<file path="src/rtl/uart_program_loader_pkg.sv">
// Shared definitions for the UART program loader.
// Provides the loader FSM state codes, the UART receiver bit-timing state codes
// and the default bit period (100 MHz clock, 115200 baud).
package uart_program_loader_pkg;

    // Loader FSM state codes (2-bit).
    typedef enum logic [1:0] {
        StHeader = 2'b00,
        StData   = 2'b01,
        StRun    = 2'b10,
        StError  = 2'b11
    } loader_state_e;

    // UART receiver bit-timing states.
    typedef enum logic [1:0] {
        UrxIdle  = 2'b00,
        UrxStart = 2'b01,
        UrxData  = 2'b10,
        UrxStop  = 2'b11
    } uart_rx_state_e;

    localparam int unsigned UART_CLKS_PER_BIT_DEFAULT = 868;

endpackage

</file>
<file path="src/rtl/uart_program_loader_uart_rx.sv">
// 8N1 UART receiver.
// Ports:
//   clk, reset_n   - system clock, asynchronous active-low reset
//   rx             - serial input, idle high, asynchronous to clk
//   rx_byte        - received byte, valid while byte_valid is high
//   byte_valid     - one-cycle pulse when a frame ends with a good stop bit
//   frame_error    - one-cycle pulse when the stop bit is sampled low
module uart_program_loader_uart_rx
    import uart_program_loader_pkg::*;
#(
    parameter int unsigned CLKS_PER_BIT = UART_CLKS_PER_BIT_DEFAULT
) (
    input  logic       clk,
    input  logic       reset_n,
    input  logic       rx,
    output logic [7:0] rx_byte,
    output logic       byte_valid,
    output logic       frame_error
);

    localparam int unsigned CntW = $clog2(CLKS_PER_BIT);
    localparam logic [CntW-1:0] HalfM1 = CntW'(CLKS_PER_BIT / 2 - 1);
    localparam logic [CntW-1:0] FullM1 = CntW'(CLKS_PER_BIT - 1);

    logic [1:0]     sync_q;
    logic           prev_q;
    uart_rx_state_e state_q, state_d;
    logic [CntW-1:0] cnt_q, cnt_d;
    logic [2:0]     bit_q, bit_d;
    logic [7:0]     shift_q, shift_d;
    logic           valid_q, valid_d;
    logic           ferr_q, ferr_d;

    logic rx_s;
    logic fall;

    assign rx_s = sync_q[1];
    assign fall = prev_q & ~rx_s;

    always_ff @(posedge clk or negedge reset_n) begin
        if (!reset_n) begin
            sync_q  <= 2'b11;
            prev_q  <= 1'b1;
            state_q <= UrxIdle;
            cnt_q   <= '0;
            bit_q   <= '0;
            shift_q <= '0;
            valid_q <= 1'b0;
            ferr_q  <= 1'b0;
        end else begin
            sync_q  <= {sync_q[0], rx};
            prev_q  <= rx_s;
            state_q <= state_d;
            cnt_q   <= cnt_d;
            bit_q   <= bit_d;
            shift_q <= shift_d;
            valid_q <= valid_d;
            ferr_q  <= ferr_d;
        end
    end

    always_comb begin
        state_d = state_q;
        cnt_d   = cnt_q;
        bit_d   = bit_q;
        shift_d = shift_q;
        valid_d = 1'b0;
        ferr_d  = 1'b0;
        case (state_q)
            UrxIdle: begin
                if (fall) begin
                    state_d = UrxStart;
                    cnt_d   = '0;
                end
            end
            UrxStart: begin
                // Re-check the start bit at its centre; a high line was a glitch.
                if (cnt_q == HalfM1) begin
                    cnt_d   = '0;
                    bit_d   = '0;
                    state_d = rx_s ? UrxIdle : UrxData;
                end else begin
                    cnt_d = cnt_q + 1'b1;
                end
            end
            UrxData: begin
                if (cnt_q == FullM1) begin
                    cnt_d   = '0;
                    shift_d = {rx_s, shift_q[7:1]};
                    bit_d   = bit_q + 1'b1;
                    if (bit_q == 3'd7) begin
                        state_d = UrxStop;
                    end
                end else begin
                    cnt_d = cnt_q + 1'b1;
                end
            end
            UrxStop: begin
                if (cnt_q == FullM1) begin
                    cnt_d   = '0;
                    state_d = UrxIdle;
                    valid_d = rx_s;
                    ferr_d  = ~rx_s;
                end else begin
                    cnt_d = cnt_q + 1'b1;
                end
            end
            default: state_d = UrxIdle;
        endcase
    end

    assign rx_byte     = shift_q;
    assign byte_valid  = valid_q;
    assign frame_error = ferr_q;

endmodule

</file>
<file path="src/rtl/uart_program_loader.sv">
// Boot-time program loader: receives an image over UART and writes it into
// instruction ROM, holding the CPU in reset until the image is complete.
// Image: 4-byte little-endian word count N, then N little-endian 32-bit words.
// Ports:
//   clk, reset_n       - system clock, asynchronous active-low reset
//   rx                 - UART serial input (8N1, idle high)
//   rom_wren           - one-cycle ROM write strobe
//   rom_write_address  - byte address of the word being written (word k at k*4)
//   rom_write_data     - instruction word being written
//   cpu_reset_n        - 0 holds the core in reset, 1 releases it
//   loading            - high while receiving header or data
//   error              - sticky error flag (framing error or oversized image)
module uart_program_loader
    import uart_program_loader_pkg::*;
#(
    parameter int unsigned CLKS_PER_BIT         = UART_CLKS_PER_BIT_DEFAULT,
    parameter int unsigned ROM_ADDRESS_BITWIDTH = 14
) (
    input  logic                            clk,
    input  logic                            reset_n,
    input  logic                            rx,
    output logic                            rom_wren,
    output logic [ROM_ADDRESS_BITWIDTH-1:0] rom_write_address,
    output logic [31:0]                     rom_write_data,
    output logic                            cpu_reset_n,
    output logic                            loading,
    output logic                            error
);

    // One extra bit so a full-capacity count is representable.
    localparam int unsigned WcW      = ROM_ADDRESS_BITWIDTH - 1;
    localparam logic [31:0] Capacity = 32'(2 ** (ROM_ADDRESS_BITWIDTH - 2));

    logic [7:0] rx_byte;
    logic       byte_valid;
    logic       frame_error;

    uart_program_loader_uart_rx #(
        .CLKS_PER_BIT(CLKS_PER_BIT)
    ) u_uart_rx (
        .clk        (clk),
        .reset_n    (reset_n),
        .rx         (rx),
        .rx_byte    (rx_byte),
        .byte_valid (byte_valid),
        .frame_error(frame_error)
    );

    loader_state_e                   state_q, state_d;
    logic [1:0]                      byte_cnt_q, byte_cnt_d;
    logic [23:0]                     shift_q, shift_d;
    logic [WcW-1:0]                  word_cnt_q, word_cnt_d;
    logic [WcW-1:0]                  n_q, n_d;
    logic                            wren_q, wren_d;
    logic [ROM_ADDRESS_BITWIDTH-1:0] addr_q, addr_d;
    logic [31:0]                     data_q, data_d;
    logic                            cpu_rst_n_q;
    logic                            loading_q;
    logic                            error_q;

    logic [31:0] word;
    logic        active;

    // The 4th byte completes the word together with the three stored bytes.
    assign word   = {rx_byte, shift_q};
    assign active = (state_q == StHeader) || (state_q == StData);

    always_ff @(posedge clk or negedge reset_n) begin
        if (!reset_n) begin
            state_q     <= StHeader;
            byte_cnt_q  <= '0;
            shift_q     <= '0;
            word_cnt_q  <= '0;
            n_q         <= '0;
            wren_q      <= 1'b0;
            addr_q      <= '0;
            data_q      <= '0;
            cpu_rst_n_q <= 1'b0;
            loading_q   <= 1'b1;
            error_q     <= 1'b0;
        end else begin
            state_q     <= state_d;
            byte_cnt_q  <= byte_cnt_d;
            shift_q     <= shift_d;
            word_cnt_q  <= word_cnt_d;
            n_q         <= n_d;
            wren_q      <= wren_d;
            addr_q      <= addr_d;
            data_q      <= data_d;
            // Lags the RUN state by one cycle so release follows the final strobe.
            cpu_rst_n_q <= (state_q == StRun);
            loading_q   <= (state_d == StHeader) || (state_d == StData);
            error_q     <= (state_d == StError);
        end
    end

    always_comb begin
        state_d    = state_q;
        byte_cnt_d = byte_cnt_q;
        shift_d    = shift_q;
        word_cnt_d = word_cnt_q;
        n_d        = n_q;
        wren_d     = 1'b0;
        addr_d     = addr_q;
        data_d     = data_q;
        if (active) begin
            if (frame_error) begin
                state_d = StError;
            end else if (byte_valid) begin
                byte_cnt_d = byte_cnt_q + 1'b1;
                case (byte_cnt_q)
                    2'd0:    shift_d[7:0]   = rx_byte;
                    2'd1:    shift_d[15:8]  = rx_byte;
                    2'd2:    shift_d[23:16] = rx_byte;
                    default: ;
                endcase
                if (byte_cnt_q == 2'd3) begin
                    if (state_q == StHeader) begin
                        if (word == 32'd0) begin
                            state_d = StRun;
                        end else if (word > Capacity) begin
                            state_d = StError;
                        end else begin
                            state_d    = StData;
                            n_d        = word[WcW-1:0];
                            word_cnt_d = '0;
                        end
                    end else begin
                        wren_d     = 1'b1;
                        data_d     = word;
                        addr_d     = {word_cnt_q[ROM_ADDRESS_BITWIDTH-3:0], 2'b00};
                        word_cnt_d = word_cnt_q + 1'b1;
                        if (word_cnt_d == n_q) begin
                            state_d = StRun;
                        end
                    end
                end
            end
        end
    end

    assign rom_wren          = wren_q;
    assign rom_write_address = addr_q;
    assign rom_write_data    = data_q;
    assign cpu_reset_n       = cpu_rst_n_q;
    assign loading           = loading_q;
    assign error             = error_q;

endmodule

</file>
<file path="config.mk">
export PLATFORM = sky130hd
export DESIGN_NAME = uart_program_loader
export DESIGN_NICKNAME = d
export VERILOG_FILES = /design/src/rtl/uart_program_loader_pkg.sv /design/src/rtl/uart_program_loader_uart_rx.sv /design/src/rtl/uart_program_loader.sv
export SDC_FILE = /design/constraint.sdc
export NUM_CORES = 1
export LEC_CHECK = 0
export CAP_MARGIN = 40
export CORE_UTILIZATION = 60
export CTS_BUF_LIST = sky130_fd_sc_hd__clkbuf_8
export CTS_CLUSTER_SIZE = 12
export DETAILED_ROUTE_END_ITERATION = 10
export PLACE_DENSITY = 0.89
export SETUP_SLACK_MARGIN = 0.02
export SLEW_MARGIN = 15
export SYNTH_ARGS = -nofsm -noshare
export SYNTH_HDL_FRONTEND = slang
export SYNTH_SLANG_ARGS = --single-unit
</file>
<file path="constraint.sdc">
create_clock -name clk -period 3 [get_ports clk]
set_input_delay 0.45 -clock clk [delete_from_list [all_inputs] [get_ports clk]]
set_output_delay 0.45 -clock clk [all_outputs]
set_load 0.03 [all_outputs]
</file>
* After elaboration in Yosys (flattened, before gate mapping)
Index checks and enable logic that the tools add are counted.
Widths: inputs -> output; s select.
** Operators by class
- Mux-type cells :: 34
- Equal/unequal tests :: 21
- Reductions and logical operators :: 19
- Add/sub/neg operators :: 4
- Bitwise operators :: 6
- Order comparisons :: 1
** Operators by type and width (count)
- $mux 13 :: 3
- $gt 32x13->1 const B :: 1
- $logic_not 32->1 :: 1
- $mux 10 :: 3
- $pmux 10 s3 :: 1
- $mux 2 :: 14
- $add 13x1->13 const B :: 1
- $eq 13x13->1 :: 1
- $eq 2x2->1 const B :: 6
- $reduce_and 4->1 :: 3
- $add 10x1->10 const B :: 1
- $eq 10x10->1 const B :: 1
- $eq 10x9->1 const B :: 1
- $ne 2x1->1 const B :: 5
- $reduce_and 5->1 :: 2
- $mux 1 :: 9
- $eq 2x1->1 const B :: 4
- $logic_not 2->1 :: 4
- $pmux 2 s4 :: 1
- $reduce_and 7->1 :: 1
- $mux 3 :: 2
- $pmux 3 s2 :: 1
- $reduce_and 3->1 :: 2
- $reduce_and 6->1 :: 1
- 10 further kinds :: 16
** Storage, ports and cells
- Bits in registers :: 130
- Output and inout port bits :: 50

* Longest topological paths before layout
- Word-level depth :: 10
- Depth in mapped cells :: 9
- Mapped depth without buffers :: 8

* Cells and area by module
A second synthesis with hierarchy kept.
** Unflattened totals
- Cells, all modules :: 567
- Area total of the unflattened synthesis :: 5904.4 um^2
** By module, submodules not included
- uart_program_loader :: sequential area each 2553.7 um^2, cells an instance 444, area each 4491.8 um^2, times used 1
- uart_program_loader_uart_rx :: sequential area each 704.4 um^2, cells an instance 123, area each 1412.6 um^2, times used 1

* Worst setup path before layout
OpenSTA, ideal clock, no wires.
- Kind :: reg2reg
- Start point :: reg word_cnt_q[0]
- End point :: reg state_q[1]
- Library setup time :: 0.118 ns
- Buffers on the path :: 1
- Data arrival time :: 2.142 ns
- Cell stages (with the launch flop) :: 9
- Data required time :: 2.882 ns
- Path slack :: 0.739 ns
- Cell sequence :: dfrtp_1 -> ha_1 -> buf_2 -> nand3_1 -> nor3_1 -> mux2_2 -> a311oi_1 -> nor4_2 -> a21o_1
** On the way
- Cells in the longest elaborated chain, start to end :: 8
** RTL lines
- from (decl) :: RTL line uart_program_loader.sv:52 : logic [WcW-1:0] word_cnt_q, word_cnt_d;
- from (signal assigned) :: RTL line uart_program_loader.sv:85 : word_cnt_q <= word_cnt_d;
- $add 13x1->13 :: RTL line uart_program_loader.sv:132 : word_cnt_d = word_cnt_q + 1'b1;
- $eq 13x13->1 :: RTL line uart_program_loader.sv:133 : if (word_cnt_d == n_q) begin
- $mux 2 :: RTL line uart_program_loader.sv:133
- $mux 2 :: RTL line uart_program_loader.sv:118 : if (state_q == StHeader) begin
- $mux 2 :: RTL line uart_program_loader.sv:117 : if (byte_cnt_q == 2'd3) begin
- $mux 2 :: RTL line uart_program_loader.sv:109 : end else if (byte_valid) begin
- $mux 2 :: RTL line uart_program_loader.sv:107 : if (frame_error) begin
- $mux 2 :: RTL line uart_program_loader.sv:106 : if (active) begin
- via state_d[1] :: RTL line uart_program_loader.sv:49 : loader_state_e state_q, state_d;
- to (signal assigned) :: RTL line uart_program_loader.sv:70 : state_q <= StHeader;
- to (signal assigned) :: RTL line uart_program_loader.sv:82 : state_q <= state_d;
- to (decl) :: RTL line uart_program_loader.sv:49
The timed path passes the listed nets, and every way through them passes these cells.
A chain may end at the register's enable or synchronous reset.

* Worst setup path in the final report
Ends and elaborated chain as after synthesis.

==> flow_summary.json <==
{
  "nets": 636,
  "clock-sinks": 130,
  "powerDensity_nw_per_um2": 525,
  "clkSlewWorstSetupHoldPaths_ns": 0.08,
  "final_common_cell": "nand2_1",
  "switching_share": 0.243,
  "grt_pass1_vias": 4567,
  "worstPathMaxFanout": 7,
  "maxSlewViolCount": 0,
  "antenna_found_initial": 0,
  "slew_headroom": 0.545,
  "crit_type": "reg -> reg",
  "cts_tree": "yes",
  "cts_made_buffers": 17,
  "ys_ff_latch": 130,
  "drc": 0,
  "ant_nets": 0,
  "grt_setup_unrepaired": "no",
  "synthCells": 577,
  "dpl_worst_slack_ns": 0.513,
  "finalHoldViolations": 0,
  "drt-wirelength-per-cell_um": 17.5,
  "ys.flop_type": "dfrtp_1",
  "vias": 4450,
  "hpwl_um": 8780,
  "port-buffer-count": 50,
  "status": "finished clean",
  "synth-edff-count": 0,
  "crit_path_end_kind": "register",
  "h-tree-depth": 4,
  "drt_iter0_markers": 258,
  "p_int_mw": 2.76,
  "synth.distinct_cells": 60,
  "setup_viol": 0,
  "fmax_mhz": 392,
  "syn_avg_cell_area_um2": 10.3,
  "drtPass1Iterations": 4,
  "p_clk_frac": 0.454,
  "seqPwrFrac": 0.507,
  "routed_wl_um": 13400,
  "timing.final.crit_share": 0.851,
  "ios": 53,
  "crit_arrival_ns": 2.87,
  "ctsResizeCount": 0,
  "die_y_um": 101,
  "crit_required_ns": 3.31,
  "gr-usage-met3": 0.0669,
  "use_met2": 0.478,
  "synth-seq-area-share": 0.550,
  "n_antenna_cell": 0,
  "fin_crit_ns": 2.55,
  "cp-start-kind": "register",
  "grt.busiest_layer": "met2",
  "drive_gt1_frac": 0.165,
  "clock_latency_ns": 0.44,
  "setup_ws_ns": 0.448,
  "gr-total-overflow": 0,
  "grt_start_max_net_pins": 131,
  "combPwrFrac": 0.039,
  "final_cell_mix": "151 x nand2_1, 126 x dfrtp_1, 49 x clkdlybuf4s50_1",
  "root_buffer": "clkbuf_8",
  "grt_pass1_wl_um": 22300,
  "via_per_inst": 5.81,
  "cts_max_path_buffers": 2,
  "fp-row-count": 35,
  "worst_pin_slew_ns": 0.683,
  "place.gp.congestion": 0.836,
  "die_x_um": 101,
  "worstHoldPathType": "in -> async",
  "tns_ns": 0,
  "use_met1": 0.376,
  "core_um2": 9420,
  "grt_util_all_layers": 0.291,
  "vdd_ir_drop_max_uv": 465,
  "p_leak_nw": 3.38,
  "syn_to_final_growth_pct": 17.4,
  "yosys_warnings": 0,
  "netlist_area_um2": 5920,
  "clock_skew_ns": 0.0160,
  "synth-async-reset-ratio": 1.00,
  "postCtsSetupBuffers": 0,
  "power.switching_uw": 886,
  "initial_utilization": 0.629,
  "cap_violations": 0,
  "cts_hold_buf": 0,
  "dieArea_um2": 10300
}
[cell usage after synthesis (all sizes together), types with 2 or more instances]
library cell,n,area (µm²)
nand2,152,571
dfrtp,126,3150
mux2,45,507
o21ai,35,175
clkbuf,17,65.1
inv,16,60.1
buf,14,81.3
nand3,14,80.1
nor2,14,55.1
o31ai,14,105
and3,13,83.8
ha,9,113
nor4,9,62.6
xnor2,9,78.8
a21oi,8,40.0
nand4,7,43.8
nor2b,7,43.8
nor3,7,40.0
mux2i,6,60.1
xor2,6,52.6
and2,5,32.5
o22ai,5,31.3
dfstp,4,105
or4,4,36.3
nand3b,3,22.5
or3,3,20.0
a2111oi,2,17.5
a211oi,2,15.0
a311oi,2,17.5
a31oi,2,12.5
[critical path, cell delays in order (launching register included)]
cell	delay (ns)
dfrtp_1	0.45
ha_1	0.33
nand3_1	0.14
nor3_1	0.40
mux2_2	0.39
a311oi_1	0.40
nor4_2	0.11
a21o_1	0.21
[cell families after synthesis]
| group | Yosys count | share of synthesized area |
|---|---|---|
| flip-flops | 130 | 0.550 |
| AND/OR/NAND/NOR | 245 | 0.195 |
| multiplexers | 51 | 0.0957 |
| other | 1 | 0.000633 |
| adder cells (fa/ha/maj) | 9 | 0.0190 |
| buffers and inverters | 47 | 0.0348 |
| AO/OA/AOI/OAI | 79 | 0.0824 |
| XOR/XNOR | 15 | 0.0222 |
[final timing paths]
path / from / to / slack [ns] / cells past startpoint
setup / recovery: word_cnt_q[0] / state_q[1] / 0.45 / 7
hold / removal: reset_n / rom_write_address[5] / 0.12 / 2
setup reg to reg: word_cnt_q[0] / state_q[1] / 0.45 / 7
hold reg to reg: u_uart_rx.sync_q[0] / u_uart_rx.sync_q[1] / 0.36 / 0
max in group asynchronous: reset_n / rom_write_data[21] / 2.37 / 2
min in group clk: u_uart_rx.sync_q[0] / u_uart_rx.sync_q[1] / 0.36 / 0
[per-layer routing]
metal,vias to the layer above,part of all wire
met5,-,0
met4,0,0.021
met2,127,0.51
met1,2220,0.42
met3,28,0.043
li1,2075,-
[flip-flops by register name (all words and copies together), names as in the netlist, named ones only]
register,count
cpu_reset_n,1
byte_cnt_q,2
error,1
rom_write_address,12
u_uart_rx.byte_valid,1
loading,1
state_q,2
rom_wren,1
u_uart_rx.state_q,1
n_q,13
word_cnt_q,13
shift_q,24
u_uart_rx.frame_error,1
u_uart_rx.sync_q,2
u_uart_rx.prev_q,1
u_uart_rx.rx_byte,8
u_uart_rx.cnt_q,10
rom_write_data,32
u_uart_rx.bit_q,3
[metrics by stage]
stage | area, µm² | hold slack (ns) | instances | total power [mW] | util
6_report | 6950 | 0.116 | 766 | 3.65 | 0.738
5_1_grt | 6950 | 0.163 | 766 | 3.78 | 0.738
4_1_cts | 6950 | 0.144 | 766 | 3.66 | 0.738
3_5_place_dp | 6510 | 0.350 | 734 | 2.02 | 0.692
3_3_place_gp | 6510 | 0.346 | 733 | 2.01 | 0.691
2_1_floorplan | 5930 | 0.154 | 578 | 1.95 | -
[cell type report]
type,instances,area [µm²]
Sequential cell,130,3260
Multi-Input combinational cell,401,2470
Fill cell,611,2460
Timing Repair Buffer,58,568
Clock buffer,17,234
Clock inverter,15,205
Tap cell,129,161
Inverter,16,60.1
[power by group through the flow]
stage	logic, mW	registers (mW)	clock network [mW]
2_1_floorplan	0.0858	1.87	0
3_3_place_gp	0.130	1.88	0
3_5_place_dp	0.140	1.88	0
4_1_cts	0.144	1.85	1.67
5_1_grt	0.169	1.86	1.75
6_report	0.142	1.85	1.66
No activity file was read; power rests on OpenSTA's default activity.
